--- src/rtl/pipe_pkg.sv ---
`default_nettype none
// ============================================================================
// Module      : pipe_pkg
// Description : Shared types and constants for the pipeline hazard unit:
//               scoreboard entry layout, forwarding-select encoding and the
//               mode enumeration used by the controller.
// Revision    : 1.0 - initial release
// ============================================================================
package pipe_pkg;

    // Widest register address the scoreboard entry can carry. Narrower
    // address widths are zero-extended into the rd field.
    localparam int unsigned c_RD_MAXW = 8;

    // Forwarding select value meaning "take the operand from the register file".
    // Any non-zero select k means "take the result held in tracked stage k".
    localparam int unsigned FWD_RF = 0;

    // One tracked in-flight instruction.
    typedef struct packed {
        logic                 v;   // slot holds a real instruction
        logic [c_RD_MAXW-1:0] rd;  // destination register
        logic                 wr;  // instruction writes rd
        logic                 ld;  // result comes from a load
    } sb_entry_t;

    // An empty slot; used wherever a bubble enters the pipeline.
    localparam sb_entry_t c_SB_BUBBLE = '0;

    // Controller modes, listed highest priority first.
    typedef enum logic [2:0] {
        FREEZE   = 3'd0,
        REDIRECT = 3'd1,
        BUSY     = 3'd2,
        HAZARD   = 3'd3,
        RUN      = 3'd4
    } mode_e;

endpackage : pipe_pkg
`default_nettype wire

--- src/rtl/hz_match.sv ---
`default_nettype none
// ============================================================================
// Module      : hz_match
// Description : Per-source operand search over the in-flight scoreboard.
//               Finds the youngest tracked stage that will write the source
//               register, and decides whether its result can be forwarded
//               now or whether the consumer must wait.
// Revision    : 1.0 - initial release
// ============================================================================
module hz_match
    import pipe_pkg::*;
#(
    parameter int NSTAGE  = 3,
    parameter int REG_AW  = 5,
    parameter int ALU_STG = 1,
    parameter int LD_STG  = 3,
    parameter int FWD_EN  = 1
) (
    input  logic [REG_AW-1:0]              src_i,
    input  logic                           used_i,
    input  sb_entry_t [NSTAGE:1]           sb_i,
    output logic [$clog2(NSTAGE+1)-1:0]    sel_o,
    output logic                           hazard_o
);

    localparam int SELW     = $clog2(NSTAGE + 1);
    localparam bit c_FWD_ON = (FWD_EN != 0);

    logic            w_found;
    logic            w_avail;
    logic [SELW-1:0] w_k;

    // Scan from the oldest stage towards stage 1 so the youngest match is
    // the one left standing; x0 and unread sources never match.
    always_comb begin
        w_found = 1'b0;
        w_avail = 1'b0;
        w_k     = SELW'(FWD_RF);
        for (int k = NSTAGE; k >= 1; k--) begin
            if (used_i && (src_i != '0) && sb_i[k].v && sb_i[k].wr &&
                (sb_i[k].rd == c_RD_MAXW'(src_i))) begin
                w_found = 1'b1;
                w_k     = SELW'(k);
                // Load data appears later in the pipe than ALU results.
                w_avail = sb_i[k].ld ? (k >= LD_STG) : (k >= ALU_STG);
            end
        end
    end

    // A match that cannot be forwarded right now is a data hazard; while it
    // holds, the select stays on the register file.
    assign hazard_o = w_found && !(w_avail && c_FWD_ON);
    assign sel_o    = (w_found && w_avail && c_FWD_ON) ? w_k : SELW'(FWD_RF);

endmodule : hz_match
`default_nettype wire

--- src/rtl/pipe_hazard_unit.sv ---
`default_nettype none
// ============================================================================
// Module      : pipe_hazard_unit
// Description : Hazard, forwarding and stall controller for the in-order
//               pipeline. Shadows the destination registers of every stage
//               after ID, produces operand forwarding selects and drives the
//               write-enable / flush inputs of the pipeline registers.
// Revision    : 1.0 - initial release
// ============================================================================
module pipe_hazard_unit
    import pipe_pkg::*;
#(
    parameter int NSTAGE  = 3,
    parameter int REG_AW  = 5,
    parameter int ALU_STG = 1,
    parameter int LD_STG  = 3,
    parameter int FWD_EN  = 1
) (
    input  logic                        clk,
    input  logic                        rst_n,
    input  logic                        id_valid_i,
    input  logic [REG_AW-1:0]           id_rs1_i,
    input  logic [REG_AW-1:0]           id_rs2_i,
    input  logic                        id_rs1_used_i,
    input  logic                        id_rs2_used_i,
    input  logic [REG_AW-1:0]           id_rd_i,
    input  logic                        id_regwrite_i,
    input  logic                        id_memread_i,
    input  logic                        ex_redirect_i,
    input  logic                        ex_busy_i,
    input  logic                        mem_ready_i,
    output logic [$clog2(NSTAGE+1)-1:0] fwd_sel1_o,
    output logic [$clog2(NSTAGE+1)-1:0] fwd_sel2_o,
    output logic                        pc_we_o,
    output logic                        ifid_we_o,
    output logic                        ifid_flush_o,
    output logic                        idex_flush_o,
    output logic                        front_we_o,
    output logic                        back_we_o,
    output logic                        exmem_flush_o,
    output logic [31:0]                 stall_cnt_o
);

    // Scoreboard: entry 1 mirrors ID/EX, entry NSTAGE mirrors MEM/WB.
    sb_entry_t [NSTAGE:1] sb_q;
    sb_entry_t [NSTAGE:1] sb_d;

    logic [31:0] stall_cnt_q;
    logic [31:0] stall_cnt_d;

    logic        w_haz1;
    logic        w_haz2;
    logic        w_data_hazard;
    mode_e       w_mode;
    sb_entry_t   w_id_entry;

    // ------------------------------------------------------------------
    // Operand searches, one per ID source
    // ------------------------------------------------------------------
    hz_match #(
        .NSTAGE  (NSTAGE),
        .REG_AW  (REG_AW),
        .ALU_STG (ALU_STG),
        .LD_STG  (LD_STG),
        .FWD_EN  (FWD_EN)
    ) u_match_rs1 (
        .src_i    (id_rs1_i),
        .used_i   (id_rs1_used_i),
        .sb_i     (sb_q),
        .sel_o    (fwd_sel1_o),
        .hazard_o (w_haz1)
    );

    hz_match #(
        .NSTAGE  (NSTAGE),
        .REG_AW  (REG_AW),
        .ALU_STG (ALU_STG),
        .LD_STG  (LD_STG),
        .FWD_EN  (FWD_EN)
    ) u_match_rs2 (
        .src_i    (id_rs2_i),
        .used_i   (id_rs2_used_i),
        .sb_i     (sb_q),
        .sel_o    (fwd_sel2_o),
        .hazard_o (w_haz2)
    );

    assign w_data_hazard = w_haz1 | w_haz2;

    // What the ID instruction looks like once it moves into stage 1.
    assign w_id_entry = '{
        v:  id_valid_i,
        rd: c_RD_MAXW'(id_rd_i),
        wr: id_regwrite_i,
        ld: id_memread_i
    };

    // ------------------------------------------------------------------
    // Mode selection
    // ------------------------------------------------------------------
    // Pick the single active mode, highest priority first. A redirect
    // raised while stage 1 is busy or memory is stalled simply waits: stage
    // 1 holds, so the branch keeps requesting it.
    always_comb begin
        w_mode = RUN;
        if (!mem_ready_i) begin
            w_mode = FREEZE;
        end else if (ex_redirect_i && !ex_busy_i) begin
            w_mode = REDIRECT;
        end else if (ex_busy_i) begin
            w_mode = BUSY;
        end else if (id_valid_i && w_data_hazard) begin
            w_mode = HAZARD;
        end
    end

    // Translate the mode into pipeline-register enables and flushes.
    always_comb begin
        pc_we_o       = 1'b1;
        ifid_we_o     = 1'b1;
        front_we_o    = 1'b1;
        back_we_o     = 1'b1;
        ifid_flush_o  = 1'b0;
        idex_flush_o  = 1'b0;
        exmem_flush_o = 1'b0;
        case (w_mode)
            FREEZE: begin
                pc_we_o    = 1'b0;
                ifid_we_o  = 1'b0;
                front_we_o = 1'b0;
                back_we_o  = 1'b0;
            end
            REDIRECT: begin
                ifid_flush_o = 1'b1;
                idex_flush_o = 1'b1;
            end
            BUSY: begin
                // Stage 1 and everything in front of it hold; the back end
                // drains and sees bubbles behind the multi-cycle op.
                pc_we_o       = 1'b0;
                ifid_we_o     = 1'b0;
                front_we_o    = 1'b0;
                exmem_flush_o = 1'b1;
            end
            HAZARD: begin
                pc_we_o      = 1'b0;
                ifid_we_o    = 1'b0;
                idex_flush_o = 1'b1;
            end
            default: begin
            end
        endcase
    end

    // ------------------------------------------------------------------
    // Scoreboard and stall counter next state
    // ------------------------------------------------------------------
    // Move the scoreboard exactly as the real pipeline registers will move.
    always_comb begin
        sb_d = sb_q;
        case (w_mode)
            FREEZE: begin
            end
            BUSY: begin
                for (int k = 2; k <= NSTAGE; k++) begin
                    sb_d[k] = (k == 2) ? c_SB_BUBBLE : sb_q[k-1];
                end
            end
            REDIRECT, HAZARD: begin
                sb_d[1] = c_SB_BUBBLE;
                for (int k = 2; k <= NSTAGE; k++) begin
                    sb_d[k] = sb_q[k-1];
                end
            end
            default: begin
                sb_d[1] = w_id_entry;
                for (int k = 2; k <= NSTAGE; k++) begin
                    sb_d[k] = sb_q[k-1];
                end
            end
        endcase
    end

    // Count every cycle the PC is held, saturating at all-ones.
    always_comb begin
        stall_cnt_d = stall_cnt_q;
        if (!pc_we_o && (stall_cnt_q != 32'hFFFF_FFFF)) begin
            stall_cnt_d = stall_cnt_q + 32'd1;
        end
    end

    // State registers; reset discards every in-flight entry.
    always_ff @(posedge clk or negedge rst_n) begin
        if (!rst_n) begin
            sb_q        <= '0;
            stall_cnt_q <= '0;
        end else begin
            sb_q        <= sb_d;
            stall_cnt_q <= stall_cnt_d;
        end
    end

    assign stall_cnt_o = stall_cnt_q;

endmodule : pipe_hazard_unit
`default_nettype wire

--- config.mk ---
export PLATFORM = sky130hd
export DESIGN_NAME = pipe_hazard_unit
export DESIGN_NICKNAME = d
export VERILOG_FILES = /design/src/rtl/pipe_pkg.sv /design/src/rtl/hz_match.sv /design/src/rtl/pipe_hazard_unit.sv
export SDC_FILE = /design/constraint.sdc
export NUM_CORES = 1
export LEC_CHECK = 0
export BUFFER_PORTS_ARGS = -buffer_cell sky130_fd_sc_hd__buf_2
export CELL_PAD_IN_SITES_DETAIL_PLACEMENT = 1
export CELL_PAD_IN_SITES_GLOBAL_PLACEMENT = 2
export CORE_AREA = 3 3 96 98
export CTS_BUF_LIST = sky130_fd_sc_hd__clkbuf_16
export CTS_CLUSTER_SIZE = 20
export DETAILED_ROUTE_END_ITERATION = 7
export DIE_AREA = 0 0 99 101
export GPL_TIMING_DRIVEN = 1
export PLACE_DENSITY = 0.82
export RECOVER_POWER = 100
export SYNTH_ARGS = -nofsm -noshare
export SYNTH_HDL_FRONTEND = slang
export SYNTH_SLANG_ARGS = --single-unit
--- constraint.sdc ---
create_clock -name clk -period 5.24 [get_ports clk]
set_clock_uncertainty 0.2 [all_clocks]
set_input_delay 0.524 -clock clk [delete_from_list [all_inputs] [get_ports clk]]
set_output_delay 0.524 -clock clk [all_outputs]
set_load 0.02 [all_outputs]
==> out/metrics.cfg <==
[status]
status=complete, but fails checks
violations=max-capacitance violations, max-slew violations

[min_path]
holdPathEnd=sb_q[5]$_DFFE_PN0P_
worstHoldStart=id_rd_i[3]
hold_class=input port to register
min_path_cells=3

[timing]
post-route-min-period_ns=3.78
timing.fmax_mhz=264
rsz0062_at_grt=no
setup_viol=0
worst_pin_slew_ns=2.98
hold_violations=0
drv_slew=56
min_period_over_period=0.722
slew_headroom=-0.990
worst_slack_ns=1.46
tns_ns=0

[synthesis]
ys_warn_count=0
synth-simple-area-share=0.228
synth_top_family_by_area=simple AND/OR/NAND/NOR gates
synth-xor-area-share=0.177
synth-seq-cells=55
syn_inst=309
synth.mux.area_fraction=0.0364
synth_compound_area_frac=0.0588
seq_area_frac_synth=0.455
postSynthAreaPerCell_um2=9.78
synthFlopType=dfrtp_1
yosysUniqueCellTypes=37
synth_area_mm2=0.00302
ys_async_sr_fraction=1.00
synth_edf_count=0
synth-adder-area-share=0.00414
synth_nets=335

[power_and_ir_drop]
p_leak_uw=0.00140
p_per_area_mw_per_mm2=305
ir_drop_mv=0.176
power_uw=1070

[setup_path]
path_class=input port to output pin
end_kind=output pin
r2r_slack_ns=2.19
critPathSlowestCell=clkbuf_1
ff2ff_path_depth=7
cp_max_fo=32
crit_path_max_incr_delay_ns=0.83
timing.rr.end=stall_cnt_o[1]$_DFFE_PN0P_
crit_family=buffers and inverters
critPathLaunch=mem_ready_i
crit_path_cell_trace=clkbuf_1 -> nand2b_1 -> inv_1 -> o211ai_4 -> inv_1 -> clkbuf_1
cp.required_ns=4.52
crit_buf_inv=4
start_kind=input port
r2r-start=sb_q[14]$_DFFE_PN0P_
cp.arrival_ns=3.06

[finish]
instances_no_fill=479
diodes=0
layout_commonest_cell=xnor2_1
areaGrowthSynthToFinish_pct=15.7
nets=396
final_cell_mix=59 x xnor2_1, 55 x dfrtp_1, 43 x clkbuf_1
drive_gt1_frac=0.111
n_fill_cell=1022

[placed_design]
finalWeightedCongestion=0.795
place_ws_ns=1.71
portBuffers=67
dp.cells=471
hpwlAfterDp_um=5810

[floorplan]
ioPinCount=68
die_area_mm2=0.0100
die_h_um=101
start_util=0.353
core_mm2=0.00855
fp.dieW_um=99
row_count=34

[routing]
via_count=2516
drt_pre_antenna_iters=5
routedWlPerCell_um=16.6
drt_wl_total_um=7930
avgViaCountPerCell=5.25
ant_nets=0
drc=0
drt_iter0_drc=80

[clock_network]
cts.clk_slew.worst_paths_ns=0.07
clockBufferDepth=2
clock_latency_ns=0.29
postCtsSetupBuffers=0
cts_buffers=5
cts_tree=yes
cts.hold.buffers_added=0
htree_num_levels=2
cts.sinks=55
post_cts_resize_count=0
cts_root_buf=clkbuf_16

[run]
drv_cap=1

[global_routing]
grt_pass1_wl_um=13000
grt_max_degree=56
grt_overflow=0
grt_pass1_vias=2543
grt_usage=0.164
antenna_found_initial=0

## state kept, by name, indices dropped and copies added, names as in the netlist
| register | flops |
|---|---|
| stall_cnt_o | 32 |
| sb_q | 23 |
## layout make-up
class | count | area, um^2 | area share
multi-input combinational | 229 | 1510 | 0.431
sequential | 55 | 1380 | 0.394
timing repair buffer | 69 | 294 | 0.0841
tap | 108 | 135 | 0.0386
clock buffer | 5 | 125 | 0.0358
inverter | 10 | 37.5 | 0.0107
clock inverter | 3 | 20.0 | 0.00572
## worst register-to-register path: stages (launching register included)
cell and delay [ns]:
dfrtp_1 0.44, xnor2_1 0.20, nand4_1 0.13, or3_1 0.41, o22a_1 0.26, o211ai_4 0.72
nand2_1 0.23, mux2_1 0.36
## routing by layer
layer  GRT usage  vias up  wire length [um]
met4      0.0378        0                80
met5           0        -                 0
li1            -     1199                 -
met1       0.232     1275              3850
met3      0.0325        6               272
met2       0.258       36              3730
## per-stage QoR
stage / hold slack, ns / utilization / instance area (um^2)
CTS: 0.191 / 0.417 / 3570
global placement: 0.277 / 0.400 / 3420
finish: 0.272 / 0.409 / 3500
floorplan: 0.0284 / - / 3020
global route: 0.275 / 0.409 / 3500
detailed placement: 0.279 / 0.400 / 3420
## cell usage after synthesis (7+ instances only)
cell	instances	area, um^2
and3_1	10	62.6
clkbuf_1	8	30.0
dfrtp_1	55	1380
inv_1	10	37.5
mux2_2	7	78.8
nand2_1	40	150
nand3_1	20	100
nand4_1	22	138
nor2_1	10	37.5
o21ai_0	10	50.1
o22ai_1	8	50.1
xnor2_1	59	517
## worst max-delay path by stage
stage,to,slack (ns),cells past startpoint
5_1_grt,ifid_we_o,1.18,6
3_5_place_dp,ifid_we_o,1.71,8
2_1_floorplan,pc_we_o,2.26,8
6_report,ifid_we_o,1.46,6
4_1_cts,ifid_we_o,1.70,8
3_3_place_gp,ifid_we_o,1.75,8
## power by group
group | total, uW | switching (uW) | leakage (uW) | internal, uW
sequential | 528 | 60.8 | 0.000742 | 467
combinational | 203 | 120 | 0.000581 | 83.3
clock | 335 | 158 | 0.0000716 | 178
## cells by family after synthesis
logic type / Yosys count
buffers and inverters: 25
and+or+nand+nor: 131
DFF: 55
adders and majority gates: 1
AOI/OAI and AO/OA: 26
muxes: 10
xor gates and xnor gates: 61
(Power assumes the default switching activity.)
